<file path="config.mk">
export PLATFORM = sky130hd
export DESIGN_NAME = dither_expander_flat
export DESIGN_NICKNAME = d
export VERILOG_FILES = /design/src/rtl/pixel_pkg.sv /design/src/rtl/dither_expander_if.sv /design/src/rtl/skid_buffer.sv /design/src/rtl/dither_expander.sv /design/src/flat_wrapper.sv
export SDC_FILE = /design/constraint.sdc
export NUM_CORES = 1
export LEC_CHECK = 0
export BUFFER_PORTS_ARGS = -buffer_cell sky130_fd_sc_hd__buf_2
export CAP_MARGIN = 20
export CORE_ASPECT_RATIO = 1.2
export CORE_MARGIN = 1.5
export CORE_UTILIZATION = 58
export CTS_CLUSTER_DIAMETER = 200
export CTS_CLUSTER_SIZE = 8
export DETAILED_ROUTE_END_ITERATION = 7
export PLACE_DENSITY = 0.91
export SYNTH_ARGS = -nofsm -noshare
export SYNTH_HDL_FRONTEND = slang
export SYNTH_HIERARCHICAL = 1
export SYNTH_SLANG_ARGS = --single-unit
</file>
<file path="constraint.sdc">
create_clock -name clk -period 2.7 [get_ports clk]
set_clock_uncertainty 0.1 [all_clocks]
set_input_delay 0.135 -clock clk [delete_from_list [all_inputs] [get_ports clk]]
set_output_delay 0.135 -clock clk [all_outputs]
set_load 0.05 [all_outputs]
</file>
<file path="src/rtl/pixel_pkg.sv">
// rtl/pixel_pkg.sv - shared pixel widths, frame defaults, RGB typedefs and channel expansion helper
package pixel_pkg;

  localparam int DEF_IN_BITS  = 4;
  localparam int DEF_OUT_BITS = 8;
  localparam int DEF_H_RES    = 640;
  localparam int DEF_V_RES    = 480;

  typedef struct packed {
    logic [DEF_IN_BITS-1:0] r;
    logic [DEF_IN_BITS-1:0] g;
    logic [DEF_IN_BITS-1:0] b;
  } rgb_in_t;

  typedef struct packed {
    logic [DEF_OUT_BITS-1:0] r;
    logic [DEF_OUT_BITS-1:0] g;
    logic [DEF_OUT_BITS-1:0] b;
  } rgb_out_t;

  // c arrives zero-extended; the right shift yields c[in_bits-1 -: out_bits-in_bits]
  // because in_bits is at least half of out_bits. Widths up to 16 bits.
  function automatic logic [15:0] expand_channel(input logic [15:0] c, input logic mode,
                                                 input int in_bits, input int out_bits);
    logic [15:0] r;
    r = c << (out_bits - in_bits);
    if (mode) r = r | (c >> (2 * in_bits - out_bits));
    return r;
  endfunction

endpackage

</file>
<file path="src/rtl/dither_expander_if.sv">
// rtl/dither_expander_if.sv - quantized pixel in / restored pixel out stream bundle
import pixel_pkg::*;

interface dither_expander_if #(
  parameter int IN_BITS  = DEF_IN_BITS,
  parameter int OUT_BITS = DEF_OUT_BITS
);
  logic [3*IN_BITS-1:0]  in_data;
  logic                  in_valid;
  logic                  in_ready;
  logic [3*OUT_BITS-1:0] out_data;
  logic                  out_valid;
  logic                  out_ready;
  logic                  out_sof;
  logic                  out_eol;

  modport master (
    output in_data, in_valid, out_ready,
    input  in_ready, out_data, out_valid, out_sof, out_eol
  );

  modport slave (
    input  in_data, in_valid, out_ready,
    output in_ready, out_data, out_valid, out_sof, out_eol
  );
endinterface

</file>
<file path="src/rtl/skid_buffer.sv">
// rtl/skid_buffer.sv - two-entry valid/ready buffer with registered in_ready
module skid_buffer #(
  parameter int W = 24
) (
  input  logic         clk,
  input  logic         reset,
  input  logic [W-1:0] in_data,
  input  logic         in_valid,
  output logic         in_ready,
  output logic [W-1:0] out_data,
  output logic         out_valid,
  input  logic         out_ready
);
  logic [W-1:0] main_data;
  logic [W-1:0] skid_data;
  logic         main_valid;
  logic         skid_valid;
  logic         in_xfer;
  logic         out_xfer;

  assign in_ready  = !skid_valid;
  assign out_data  = main_data;
  assign out_valid = main_valid;
  assign in_xfer   = in_valid && !skid_valid;
  assign out_xfer  = main_valid && out_ready;

  // The skid entry only fills while main is stalled, so in_xfer never
  // coincides with a skid-to-main refill.
  always_ff @(posedge clk) begin
    if (reset) begin
      main_data  <= '0;
      skid_data  <= '0;
      main_valid <= 1'b0;
      skid_valid <= 1'b0;
    end else if (out_xfer && skid_valid) begin
      main_data  <= skid_data;
      skid_valid <= 1'b0;
    end else if (in_xfer && (!main_valid || out_xfer)) begin
      main_data  <= in_data;
      main_valid <= 1'b1;
    end else if (in_xfer) begin
      skid_data  <= in_data;
      skid_valid <= 1'b1;
    end else if (out_xfer) begin
      main_valid <= 1'b0;
    end
  end
endmodule

</file>
<file path="src/rtl/dither_expander.sv">
// rtl/dither_expander.sv - RGB bit-depth expander with skid buffer; POSITION_TRACK_EN adds x/y sof/eol tracking
import pixel_pkg::*;

module dither_expander #(
  parameter int IN_BITS  = DEF_IN_BITS,
  parameter int OUT_BITS = DEF_OUT_BITS,
  parameter int H_RES    = DEF_H_RES,
  parameter int V_RES    = DEF_V_RES
) (
  input  logic              clk,
  input  logic              reset,
  input  logic              SW,
  dither_expander_if.slave  bus
);
  logic [3*OUT_BITS-1:0] conv;

  for (genvar k = 0; k < 3; k++) begin : g_ch
    assign conv[k*OUT_BITS +: OUT_BITS] =
      OUT_BITS'(expand_channel(16'(bus.in_data[k*IN_BITS +: IN_BITS]), SW, IN_BITS, OUT_BITS));
  end

  skid_buffer #(.W(3*OUT_BITS)) u_skid (
    .clk      (clk),
    .reset    (reset),
    .in_data  (conv),
    .in_valid (bus.in_valid),
    .in_ready (bus.in_ready),
    .out_data (bus.out_data),
    .out_valid(bus.out_valid),
    .out_ready(bus.out_ready)
  );

  // Frames narrower than two pixels or shorter than two lines are not supported.
  if (H_RES < 2 || V_RES < 2) begin : g_bad_frame
  end

`ifdef POSITION_TRACK_EN
  localparam int XW = $clog2(H_RES);
  localparam int YW = $clog2(V_RES);

  logic [XW-1:0] x;
  logic [YW-1:0] y;

  always_ff @(posedge clk) begin
    if (reset) begin
      x <= '0;
      y <= '0;
    end else if (bus.out_valid && bus.out_ready) begin
      if (x == XW'(H_RES - 1)) begin
        x <= '0;
        y <= (y == YW'(V_RES - 1)) ? '0 : y + 1'b1;
      end else begin
        x <= x + 1'b1;
      end
    end
  end

  assign bus.out_sof = bus.out_valid && (x == '0) && (y == '0);
  assign bus.out_eol = bus.out_valid && (x == XW'(H_RES - 1));
`else
  assign bus.out_sof = 1'b0;
  assign bus.out_eol = 1'b0;
`endif
endmodule
</file>
<file path="src/flat_wrapper.sv">
// flat-port wrapper written by rule: the top's interface ports become plain ports
module dither_expander_flat 
#(
  parameter int IN_BITS  = DEF_IN_BITS,
  parameter int OUT_BITS = DEF_OUT_BITS,
  parameter int H_RES    = DEF_H_RES,
  parameter int V_RES    = DEF_V_RES
)
  (clk, reset, SW, bus_in_data, bus_in_valid, bus_out_ready, bus_in_ready, bus_out_data, bus_out_valid, bus_out_sof, bus_out_eol);
  dither_expander_if #(.IN_BITS(IN_BITS), .OUT_BITS(OUT_BITS)) bus_i ();
  input  logic clk;
  input  logic reset;
  input  logic SW;
  input wire logic [$bits(bus_i.in_data)-1:0] bus_in_data;
  input wire logic [$bits(bus_i.in_valid)-1:0] bus_in_valid;
  input wire logic [$bits(bus_i.out_ready)-1:0] bus_out_ready;
  output wire logic [$bits(bus_i.in_ready)-1:0] bus_in_ready;
  output wire logic [$bits(bus_i.out_data)-1:0] bus_out_data;
  output wire logic [$bits(bus_i.out_valid)-1:0] bus_out_valid;
  output wire logic [$bits(bus_i.out_sof)-1:0] bus_out_sof;
  output wire logic [$bits(bus_i.out_eol)-1:0] bus_out_eol;
  assign bus_i.in_data = bus_in_data;
  assign bus_i.in_valid = bus_in_valid;
  assign bus_i.out_ready = bus_out_ready;
  assign bus_in_ready = bus_i.in_ready;
  assign bus_out_data = bus_i.out_data;
  assign bus_out_valid = bus_i.out_valid;
  assign bus_out_sof = bus_i.out_sof;
  assign bus_out_eol = bus_i.out_eol;
  dither_expander #(.IN_BITS(IN_BITS), .OUT_BITS(OUT_BITS), .H_RES(H_RES), .V_RES(V_RES)) u_core (.clk(clk), .reset(reset), .SW(SW), .bus(bus_i));
endmodule
</file>
## Word level (Yosys, flattened, before mapping)

Cells that the tools add are included.

- Bits in registers: 50
- Output and inout port bits: 28
- Input port bits: 17
- Word-level logic and storage cells: 31

- Multiplexer cells: 8
- Equality and inequality tests: 1
- Bitwise gates (word level): 5
- Reductions and logical operators: 13

Operators with widths:

| kind | number |
|---|---|
| 24-bit 2-to-1 mux | 2 |
| 8-bit 2-to-1 mux | 3 |
| 8-bit by 4-bit bitwise OR with 8-bit output | 3 |
| 3-bit AND reduction | 2 |
| 1-bit logical AND | 4 |
| 2-bit nonzero test | 2 |
| 1-bit 2-to-1 mux | 3 |
| 1-bit logical NOT | 2 |
| 2-bit by 1-bit != test with 1-bit output, second input constant | 1 |
| 1-bit inverter | 2 |
| 2-bit AND reduction | 1 |
| 2-bit OR reduction | 1 |
| 1-bit logical OR | 1 |

## Logic depth before layout (Yosys ltp)

Gate-level depths: netlist of run 1.

- Depth in word-level cells: 5
- Gate-level depth with buffers: 5
- Mapped depth without buffers: 3

## Cells and area by module

The synthesis of run 1 kept the hierarchy.

Modules (own cells, without submodules):

| module | area an instance (µm²) | sequential area each (µm²) | cells an instance | times used |
|---|---|---|---|---|
| skid_buffer | 2088.3 | 1001.0 | 227 | 1 |
| dither_expander | 115.1 | 0.0 | 16 | 1 |

## Worst setup path before layout of run 1

OpenSTA, ideal clock, no wires.

- Kind: reg-to-reg
- Start: reg u_core.u_skid.main_valid (netlist: u_core/u_skid/out_valid)
- End: reg u_core.u_skid.main_data[16] (netlist: u_core/u_skid/out_data[16])
- Data arrival time: 1427 ps
- Cell stages (with the launch flop): 6
- Data required time: 2481 ps
- Clock period less this slack: 1646 ps
- Library setup time: 119 ps
- Path buffers: 2
- Path slack: 1054 ps
- Path through: dfxtp_1 -> and3_1 -> buf_6 -> buf_6 -> a21oi_2 -> o221a_2

- Longest elaborated chain between the ends: 4
- Elaborated cells on any way between the ends: 7
- Classes of those cells: mux (1); reduce/logical (6)

Ends and longest elaborated chain:

| item | RTL line | text |
|---|---|---|
| from (decl) | skid_buffer.sv:16 | `logic main_valid;` |
| from (signal assigned) | skid_buffer.sv:33 | `main_valid <= 1'b0;` |
| from (signal assigned) | skid_buffer.sv:40 | `main_valid <= 1'b1;` |
| from (signal assigned) | skid_buffer.sv:45 | `main_valid <= 1'b0;` |
| 1-bit logical NOT / 1-bit logical AND (equally long branches) | skid_buffer.sv:38, skid_buffer.sv:25 |  |
| 1-bit logical OR | skid_buffer.sv:38 | `end else if (in_xfer && (!main_valid \|\| out_xfer)) begin` |
| 1-bit logical AND | skid_buffer.sv:38 |  |
| 2-bit nonzero test (no source line) | - |  |
| to (signal assigned) | skid_buffer.sv:36 | `main_data <= skid_data;` |
| to (signal assigned) | skid_buffer.sv:39 | `main_data <= in_data;` |
| to (decl) | skid_buffer.sv:14 | `logic [W-1:0] main_data;` |

Parallel ways exist; a longest one is shown, timed or not.
A chain may end at the register's enable or synchronous reset.

## Worst setup path in the final report of run 1

- Start: in bus_out_ready
- End: reg u_core.u_skid.skid_data[0]

- Longest elaborated chain between the ends: 5
- Elaborated cells on any way between the ends: 7
- Classes of those cells: bitwise (2); reduce/logical (5)

Ends and longest elaborated chain:

| item | RTL line | text |
|---|---|---|
| from (decl) | flat_wrapper.sv:16 | `input wire logic [$bits(bus_i.out_ready)-1:0] bus_out_ready;` |
| 1-bit logical AND * | skid_buffer.sv:25 | `assign out_xfer = main_valid && out_ready;` |
| 1-bit logical OR | skid_buffer.sv:38 |  |
| 1-bit logical AND | skid_buffer.sv:38 |  |
| 1-bit inverter (no source line) | - |  |
| 3-bit AND reduction (no source line) * | - |  |
| to (signal assigned) | skid_buffer.sv:42 | `skid_data <= in_data;` |
| to (decl) | skid_buffer.sv:15 | `logic [W-1:0] skid_data;` |

Mark *: on every way between the ends. The rest lies on a longest branch, timed or not.

==> metrics.txt, run 1 <==
critical path data arrival time=1.95 ns; vias in the first global route=1632; leading area contributor after synthesis=dfxtp_1; final RePlAce weighted congestion=0.762; Routed wire per std cell=13.4 um; busiest grt layer=met2; final-report max-slew violation count=0; drt total wl=4.56 mm; Post-DP HPWL=2.78 mm; global route overflow=0; unrepaired setup endpoints after global routing=false; # DRC=0; Synth Cell Area=0.00220 mm^2; die height=70.5 um; Critical Path RT=2.83 ns; ant diodes=0; row count=24; CP max FO=24; layout cells sized above 1=35.4%; Tot GR Track Use=23.2%; met3 GRT Util=5.19%; Area Growth Syn to Fin=17.7%; DP Worst Slack=1.04 ns; CP endpoint kind=flop; FF+latch area=0.00100 mm^2; 1st-pass router iterations=4; Hold Fails Final Rpt=0; Worst-Margin Slew=1.04 ns; Syn. warnings=6; final worst-path cycle share=67.4%; Final Worst Setup Slack=0.880 ns; share of Yosys cell area claimed by the top area cell type=45.4%; Hold WC Path Type=in2reg; Lkg Pwr=1.01 nW; cells after synthesis=243; final setup TNS=0 ns; Starting Density=60.6%; top post-synthesis cells by area=dfxtp_1 (45%), o221a_2 (10%), nand2_1 (8.3%); fin cells=340; Yosys cell types=23; Core ar.=0.00363 mm^2; Seq cells post-synth=50; Worst-Skew Late Latency=0.30 ns; Fin Hold WS=0.0932 ns; top cells by count, synth=dfxtp_1 (50), nand2_1 (49), a21oi_1 (30); Seq/Total Area, Yosys=45.4%; crit path time final=1.82 ns; I/O Pins=45; final core utilization=71.3%; asr flop ratio synth=0%; outcome=finished clean; IO buf count=42; vias=1843; CTS tree=done; # fillers=291; clock root cell=clkbuf_8; initial DRC count=75; Avg Inst Size Synth=9.07 um^2; met1 Use GR=30.4%; vias per inst=5.42; CTS max path bufs=2; EDFF count, synth=0; met2 Use GR=36.6%; CTS clk-pin slew, worst paths=0.08 ns; first-pass GRT wire length=7.52 mm; die width=59.3 um; Num Clock Sinks=50; PwrDens=640 mW/mm^2; Peak VDD IR=0.463 mV; WS Path Type=in2reg; crit start category=primary input; PostCTS Resize Cnt=0; Inst Count DP=319; Worst slew margin=31.0%; # setup viols final=0; Nets=304; Detail Route Antenna Nets=0; prevailing post-synth register cell=dfxtp_1; largest net degree at the start of global routing=51; initial antenna violation count=0; number of CTS-inserted buffers=5; CTS H-tree lvls=2; top-count cell post-synth=dfxtp_1; area of the multi-input gates=956 um^2; Peak Freq=549 MHz; Die ar.=0.00418 mm^2; Max Cap Viol=0
==> power by group <==
part | internal [mW] | switching, mW | leakage, nW
Combinational | 0.102 | 0.228 | 0.553
Clock | 0.277 | 0.249 | 0.0514
Sequential | 0.780 | 0.0241 | 0.409
Total | 1.16 | 0.501 | 1.01
==> worst max-delay path: stages <==
cell	delay, ns
dlygate4sd3_1	0.53
buf_2	0.15
and4bb_1	0.83
nand2_1	0.13
a21oi_1	0.16
==> logic make-up (layout without fill, tap and decap cells) <==
family          Yosys count  after routing  synth area share (%)
simple gates             67             67                  14.6
compound gates           77             77                  28.4
flops                    50             50                  45.4
other cells               1              2                 0.170
buf+inv                  48             92                  11.4
==> state kept, by name, summed over array words and instances (netlist names) <==
name / flops
u_core/u_skid/out_data: 24
u_core/u_skid/out_valid: 1
u_core/u_skid/skid_data: 24
u_core/u_skid/skid_valid: 1
==> path summary, 6_finish.rpt <==
| path | start | end | slack [ns] | cells after the start |
|---|---|---|---|---|
| min reg2reg | u_core/u_skid/skid_data[10] | u_core/u_skid/skid_data[10] | 0.36 | 2 |
| max | bus_out_ready | u_core/u_skid/skid_data[0] | 0.88 | 5 |
| min | bus_in_valid | u_core/u_skid/skid_valid | 0.09 | 3 |
| max reg2reg | u_core/u_skid/out_valid | u_core/u_skid/skid_data[0] | 0.97 | 3 |
==> timing repair <==
| action | CTS | global route |
|---|---|---|
| endpoints found under the hold margin | 13 | 0 |
| setup buffers | 0 | 0 |
| hold buffers | 13 | 0 |
==> metrics by stage <==
stage | total power [mW] | area (um^2)
after floorplan | 1.07 | 2210
after global placement | 1.13 | 2350
after detailed placement | 1.14 | 2350
after CTS | 1.67 | 2590
after global routing | 1.72 | 2590
final | 1.66 | 2590
==> layout make-up <==
cell class	instances	share of cell area, %
clock buffers	6	2.80
repair buffers	58	14.0
flip-flops and latches	50	38.6
clock inverters	2	1.45
well taps	52	2.51
multi-input cells	146	36.9
inverters	26	3.76
==> per-layer routing <==
| layer | share of wire (%) | wire length (um) | vias up |
|---|---|---|---|
| li1 | - | - | 904 |
| met4 | 1.5 | 68 | 0 |
| met1 | 42 | 1940 | 870 |
| met2 | 50 | 2290 | 63 |
| met5 | 0 | 0 | - |
| met3 | 5.7 | 261 | 6 |
==> placed cells by master, fill, tap and decap left out <==
cell type	Yosys	final
clkbuf_8	0	5
nand4bb_1	1	1
nand2b_1	2	2
buf_2	5	42
conb_1	1	2
buf_4	5	3
o221a_2	20	20
a21oi_1	30	30
bufinv_16	0	1
a211oi_1	1	1
o221a_1	4	4
and4bb_1	1	1
and3_1	1	1
inv_1	26	26
o21ai_0	1	1
clkbuf_1	5	1
dfxtp_1	50	50
a21oi_2	20	20
clkinvlp_4	0	1
and2_2	8	8
nand2_1	49	49
dlygate4sd3_1	0	13
and2_1	4	4
a21boi_4	1	1
nand3_2	1	1
No activity file was read; power rests on OpenSTA's default activity.
==> run 2: changes to the inputs <==
--- a/config.mk
+++ b/config.mk
@@ -9,11 +9,11 @@
 export CAP_MARGIN = 20
 export CORE_ASPECT_RATIO = 1.2
 export CORE_MARGIN = 1.5
-export CORE_UTILIZATION = 58
+export CORE_UTILIZATION = 49
 export CTS_CLUSTER_DIAMETER = 200
 export CTS_CLUSTER_SIZE = 8
 export DETAILED_ROUTE_END_ITERATION = 7
-export PLACE_DENSITY = 0.91
+export PLACE_DENSITY = 0.82
 export SYNTH_ARGS = -nofsm -noshare
 export SYNTH_HDL_FRONTEND = slang
 export SYNTH_HIERARCHICAL = 1
==> constraint.sdc (replaced) <==
create_clock -name clk -period 1.5 [get_ports clk]
set_clock_uncertainty 0.1 [all_clocks]
set_input_delay 0.075 -clock clk [delete_from_list [all_inputs] [get_ports clk]]
set_output_delay 0.075 -clock clk [all_outputs]
set_load 0.05 [all_outputs]
==> run 2 against run 1 <==
Critical path depth down 1; power up 84%; global-route usage down 1.6 points; die area up 17%; hold slack worse by 0.041 ns; clock power up 82%; sequential power up 80%; cell area up 5.5%; worst setup slack worse by 0.83 ns; core utilization down 7.6 points; critical endpoint is now u_core/u_skid/out_data[21]; largest cell class unchanged.
==> metrics.txt, run 2 (synthesized netlist as in run 1, its figures left out) <==
M1 wire length=2.11 mm (was 1.94 mm); layout cells sized above 1=38.8% (was 35.4%); 1st-pass router iterations=4 (unchanged); Area Growth Syn to Fin=24.2% (was 17.7%); reg2reg path depth=4 (was 3); die height=76.5 um (was 70.5 um); initial DRC count=160 (was 75); IO buf count=42 (unchanged); first-pass GRT wire length=8.38 mm (was 7.52 mm); Max Cap Viol=0 (unchanged); Post-DP HPWL=3.14 mm (was 2.78 mm); ant diodes=0 (unchanged); CP max FO=9 (was 24); CTS max path bufs=2 (unchanged); unrepaired setup endpoints after global routing=false (unchanged); final core utilization=63.7% (was 71.3%); drt total wl=4.94 mm (was 4.56 mm); final-report max-slew violation count=0 (unchanged); crit path time final=1.45 ns; placed cell area=0.00244 mm^2 (was 0.00235 mm^2); # setup viols final=0 (unchanged); number of CTS-inserted buffers=5 (unchanged); Detail Route Antenna Nets=0 (unchanged); Tot GR Track Use=21.7% (was 23.2%); Peak VDD IR=0.604 mV (was 0.463 mV); Reg2Reg Setup Slack=0.05 ns (was 0.97 ns); Peak Freq=688 MHz; Hold Fails Final Rpt=0 (unchanged); row count=26 (was 24); # fillers=369 (was 291); WS Path Type=reg2reg (was in2reg); critical path data arrival time=1.54 ns (was 1.95 ns); DP Worst Slack=-0.0999 ns (was 1.04 ns); CP endpoint kind=flop (unchanged); Nets=316 (was 304); crit start category=flop (was primary input); largest net degree at the start of global routing=39 (was 51); final RePlAce weighted congestion=0.745 (was 0.762); CTS tree=done (unchanged); Cells on Worst Hold Path=3 (unchanged); most frequent cells in the layout=nand2_1 (49), dfxtp_1 (49), buf_2 (42) (was dfxtp_1 (50), nand2_1 (49), buf_2 (42)); fin cells=355 (was 340); initial antenna violation count=0 (unchanged); Final Worst Setup Slack=0.0455 ns (was 0.880 ns); PwrDens=1110 mW/mm^2 (was 640 mW/mm^2); Worst-Skew Late Latency=0.30 ns (about the same); detailed route wirelength on metal3=181 um (was 261 um); Lkg Pwr=1.09 nW (was 1.01 nW); Highest Signal Layer=met4 (unchanged); Num Clock Sinks=50 (unchanged); CTS clk-pin slew, worst paths=0.09 ns (was 0.08 ns); Hold WC Path Type=in2reg (unchanged); clock root cell=clkbuf_8 (unchanged); vias=1869 (was 1843); met2 wire length=2.56 mm (was 2.29 mm); Die ar.=0.00491 mm^2 (was 0.00418 mm^2); Core ar.=0.00429 mm^2 (was 0.00363 mm^2); Starting Density=51.3% (was 60.6%); final instance area=0.00274 mm^2 (was 0.00259 mm^2); outcome=finished clean (unchanged); vias per inst=5.26 (was 5.42); vias in the first global route=1786 (was 1632); # DRC=0 (unchanged); CTS H-tree lvls=2 (unchanged); final worst-path cycle share=97.0%; Inst Count DP=332 (was 319); die width=64.2 um (was 59.3 um); I/O Pins=45 (unchanged); global route overflow=0 (unchanged); Routed wire per std cell=13.9 um (was 13.4 um); Critical Path RT=1.59 ns (was 2.83 ns)
-- run 2: cell count changes in the layout (fill, tap and decap cells not counted), sizes merged --
cell and delta:
dlygate4sd3 +1, inv -1, a21boi +1, buf +10
-- run 2: critical path, cell delays in order (launching register included) --
cell	delay, ns
dfxtp_2	0.37
nand2b_1	0.17
nand3_2	0.20
buf_4	0.22
o221a_2	0.27
-- run 2: what timing repair did --
action | in CTS | in global routing
gates resized for setup | 2 | 0
gates cloned | 1 | 0
hold endpoints to repair | 26 | 0
setup buffers | 0 | 1
hold buffers | 14 | 0
pin swaps | 1 | 1
endpoints found under the setup margin | 24 | 12
-- run 2: layout make-up --
type                            count  area (um^2)  share of cell area, %
Clock buffer                        6         82.6                   3.02
Clock inverter                      1         30.0                   1.10
Inverter                           26          101                   3.70
Multi-Input combinational cell    147          977                   35.7
Sequential cell                    50         1000                   36.6
Tap cell                           56         70.1                   2.56
Timing Repair Buffer               69          473                   17.3
-- run 2: layer usage --
metal,global-route usage [%],up-vias
met5,0,-
met4,9.57,0
met3,5.02,8
met2,34.1,41
met1,28.2,895
li1,-,925
-- run 2: metrics by stage --
| stage | hold WS [ns] | total power, mW | TNS [ns] |
|---|---|---|---|
| after floorplan | 0.0754 | 1.93 | 0 |
| after global placement | 0.235 | 2.06 | -0.947 |
| after detailed placement | 0.241 | 2.08 | -2.01 |
| after CTS | 0.0425 | 3.06 | 0 |
| after global routing | 0.0490 | 3.18 | 0 |
| final | 0.0523 | 3.05 | 0 |
-- run 2: worst paths after layout --
kind | start | end
setup / recovery | u_core/u_skid/out_valid | u_core/u_skid/out_data[21]
hold / removal | bus_in_valid | u_core/u_skid/skid_valid
setup reg to reg | u_core/u_skid/out_valid | u_core/u_skid/out_data[21]
hold reg to reg | u_core/u_skid/skid_data[8] | u_core/u_skid/skid_data[8]
-- run 2: power breakdown --
| part | internal, mW | switching, mW |
|---|---|---|
| Clock | 0.534 | 0.419 |
| Combinational | 0.220 | 0.428 |
| Sequential | 1.40 | 0.0460 |
| Total | 2.16 | 0.893 |
==> run 3: changes to the inputs <==
--- a/config.mk
+++ b/config.mk
@@ -14,6 +14,7 @@
 export CTS_CLUSTER_SIZE = 8
 export DETAILED_ROUTE_END_ITERATION = 7
 export PLACE_DENSITY = 0.82
+export SETUP_SLACK_MARGIN = 0.15
 export SYNTH_ARGS = -nofsm -noshare
 export SYNTH_HDL_FRONTEND = slang
 export SYNTH_HIERARCHICAL = 1
==> run 3 against run 2 <==
Register-to-register slack gained 0.04 ns; first-iteration DRC count up 3.1%; die area did not move; hold slack gained 0.030 ns; wire length up 13%; sequential power about the same; critical endpoint is now u_core/u_skid/skid_data[4].
==> metrics.txt, run 3 (synthesized netlist as in run 1, its figures left out) <==
outcome=finished clean (unchanged); IO buf count=42 (unchanged); Max Cap Viol=0 (unchanged); row count=26 (unchanged); hold path start=bus_in_valid (unchanged); Starting Density=51.3% (unchanged); Post-DP HPWL=3.01 mm (was 3.14 mm); # DRC=0 (unchanged); CP max FO=12 (was 9); Peak VDD IR=0.729 mV (was 0.604 mV); unrepaired setup endpoints after global routing=true (was false); Worst-Skew Late Latency=0.30 ns (about the same); initial antenna violation count=0 (unchanged); final setup TNS=0 ns (unchanged); final RePlAce weighted congestion=0.801 (was 0.745); fin cells=356 (was 355); FF+latch area=0.00101 mm^2 (was 0.00100 mm^2); Inst Count DP=328 (was 332); clock root cell=clkbuf_8 (unchanged); vias per inst=5.46 (was 5.26); Lkg Pwr=1.11 nW (was 1.09 nW); number of CTS-inserted buffers=5 (unchanged); Num Clock Sinks=50 (unchanged); # fillers=337 (was 369); Core ar.=0.00429 mm^2 (unchanged); layout cells sized above 1=40.7% (was 38.8%); Nets=316 (unchanged); # setup viols final=0 (unchanged); Worst Setup SP=u_core/u_skid/skid_valid (was u_core/u_skid/out_valid); ant diodes=0 (unchanged); die height=76.5 um (unchanged); Area Growth Syn to Fin=28.5% (was 24.2%); reg-to-reg critical path startpoint=u_core/u_skid/skid_valid (was u_core/u_skid/out_valid); final worst-path cycle share=94.1% (was 97.0%); Hold Fails Final Rpt=0 (unchanged); Hold WC Path Type=in2reg (unchanged); Cells on Worst Hold Path=3 (unchanged); crit start category=flop (unchanged); global route overflow=0 (unchanged); Critical Path, Cell by Cell=buf_6, and4bb_2, buf_8, nand2_1, a21oi_1 (was nand2b_1, nand3_2, buf_4, o221a_2); crit path time final=1.41 ns (was 1.45 ns); most frequent cells in the layout=nand2_1 (49), dfxtp_1 (48), buf_2 (41) (was nand2_1 (49), dfxtp_1 (49), buf_2 (42)); CP max stage cell=dfxtp_4 (was dfxtp_2); critical path data arrival time=1.53 ns (was 1.54 ns); vias=1943 (was 1869); I/O Pins=45 (unchanged); initial DRC count=165 (was 160); Detail Route Antenna Nets=0 (unchanged); Crit path largest cell delay=0.36 ns (was 0.37 ns); drt total wl=5.58 mm (was 4.94 mm); CTS tree=done (unchanged); Fin Hold WS=0.0827 ns (was 0.0523 ns); vias in the first global route=1838 (was 1786); area of the multi-input gates=0.00102 mm^2 (was 977 um^2); WS Path Type=reg2reg (unchanged); CTS H-tree lvls=2 (unchanged); first-pass GRT wire length=8.94 mm (was 8.38 mm); die width=64.2 um (unchanged); largest net degree at the start of global routing=24 (was 39); Routed wire per std cell=15.7 um (was 13.9 um); Critical Path RT=1.62 ns (was 1.59 ns); Die ar.=0.00491 mm^2 (unchanged); PwrDens=1060 mW/mm^2 (was 1110 mW/mm^2); 1st-pass router iterations=4 (unchanged); CP endpoint kind=flop (unchanged); final-report max-slew violation count=0 (unchanged); CTS clk-pin slew, worst paths=0.09 ns (about the same); Peak Freq=708 MHz (was 688 MHz); CTS max path bufs=2 (unchanged); Tot GR Track Use=23.3% (was 21.7%); commonest non-fill, non-tap cell in the layout=nand2_1; reg2reg path depth=5 (was 4)
-- run 3: cell count changes in the layout (fill, tap and decap cells not counted), moves of 2 or more --
cell | before | now
a21oi_1 | 30 | 28
clkbuf_1 | 0 | 2
nand3_4 | 0 | 2
a21oi_2 | 20 | 22
buf_8 | 0 | 2
buf_4 | 11 | 5
dfxtp_4 | 0 | 2
buf_12 | 2 | 4
buf_6 | 0 | 2
-- run 3: final timing paths --
path                                                    end  slack, ns
worst max-delay path             u_core/u_skid/skid_data[4]       0.09
worst max register to register   u_core/u_skid/skid_data[4]       0.09
worst min-delay path               u_core/u_skid/skid_valid       0.08
worst min register to register  u_core/u_skid/skid_data[15]       0.36
-- run 3: cell type report --
type / count / area share [%]
tap: 56 / 2.47
inverter: 26 / 3.58
clock buffer: 8 / 3.58
multi-input combinational: 148 / 35.9
timing repair buffer: 68 / 18.8
sequential: 50 / 35.6
-- run 3: critical path, delay by kind of cell (launching register included) --
| kind | cells | cell delay, ns |
|---|---|---|
| AOI/OAI and AO/OA | 1 | 0.17 |
| DFF | 1 | 0.36 |
| and+or+nand+nor | 2 | 0.41 |
| buffers and inverters | 2 | 0.28 |
-- run 3: timing repair --
item | 4_1_cts | 5_1_grt
cloned | 3 | 0
hold endpoints to repair | 25 | 0
pin swaps | 3 | 2
endpoints found under the setup margin | 26 | 49
setup buffers | 4 | 0
resized for setup | 7 | 11
hold buffers | 13 | 0
-- run 3: stage by stage --
step | area (um^2) | util (%) | setup WS (ns) | power, mW
finish | 2830 | 65.9 | 0.0885 | 2.99
global route | 2830 | 65.9 | 0.0713 | 3.12
CTS | 2800 | 65.1 | 0.139 | 2.99
detailed placement | 2450 | 57.0 | -0.0735 | 2.07
global placement | 2450 | 57.0 | -0.0439 | 2.06
floorplan | 2220 | - | 0.161 | 1.94
-- run 3: report_power, final --
part           internal (mW)  total, mW  switching (mW)
combinational          0.234      0.677           0.443
clock                  0.432      0.862           0.430
sequential              1.40       1.45          0.0478
-- run 3: per-layer routing --
metal	GRT usage [%]	vias to the layer above	wire length, um	part of all wire, %
met5	0	-	0	0
met4	9.79	0	170	3.0
met3	4.87	17	375	6.7
met2	38.2	99	2790	50
met1	29.5	891	2250	40
li1	-	936	-	-
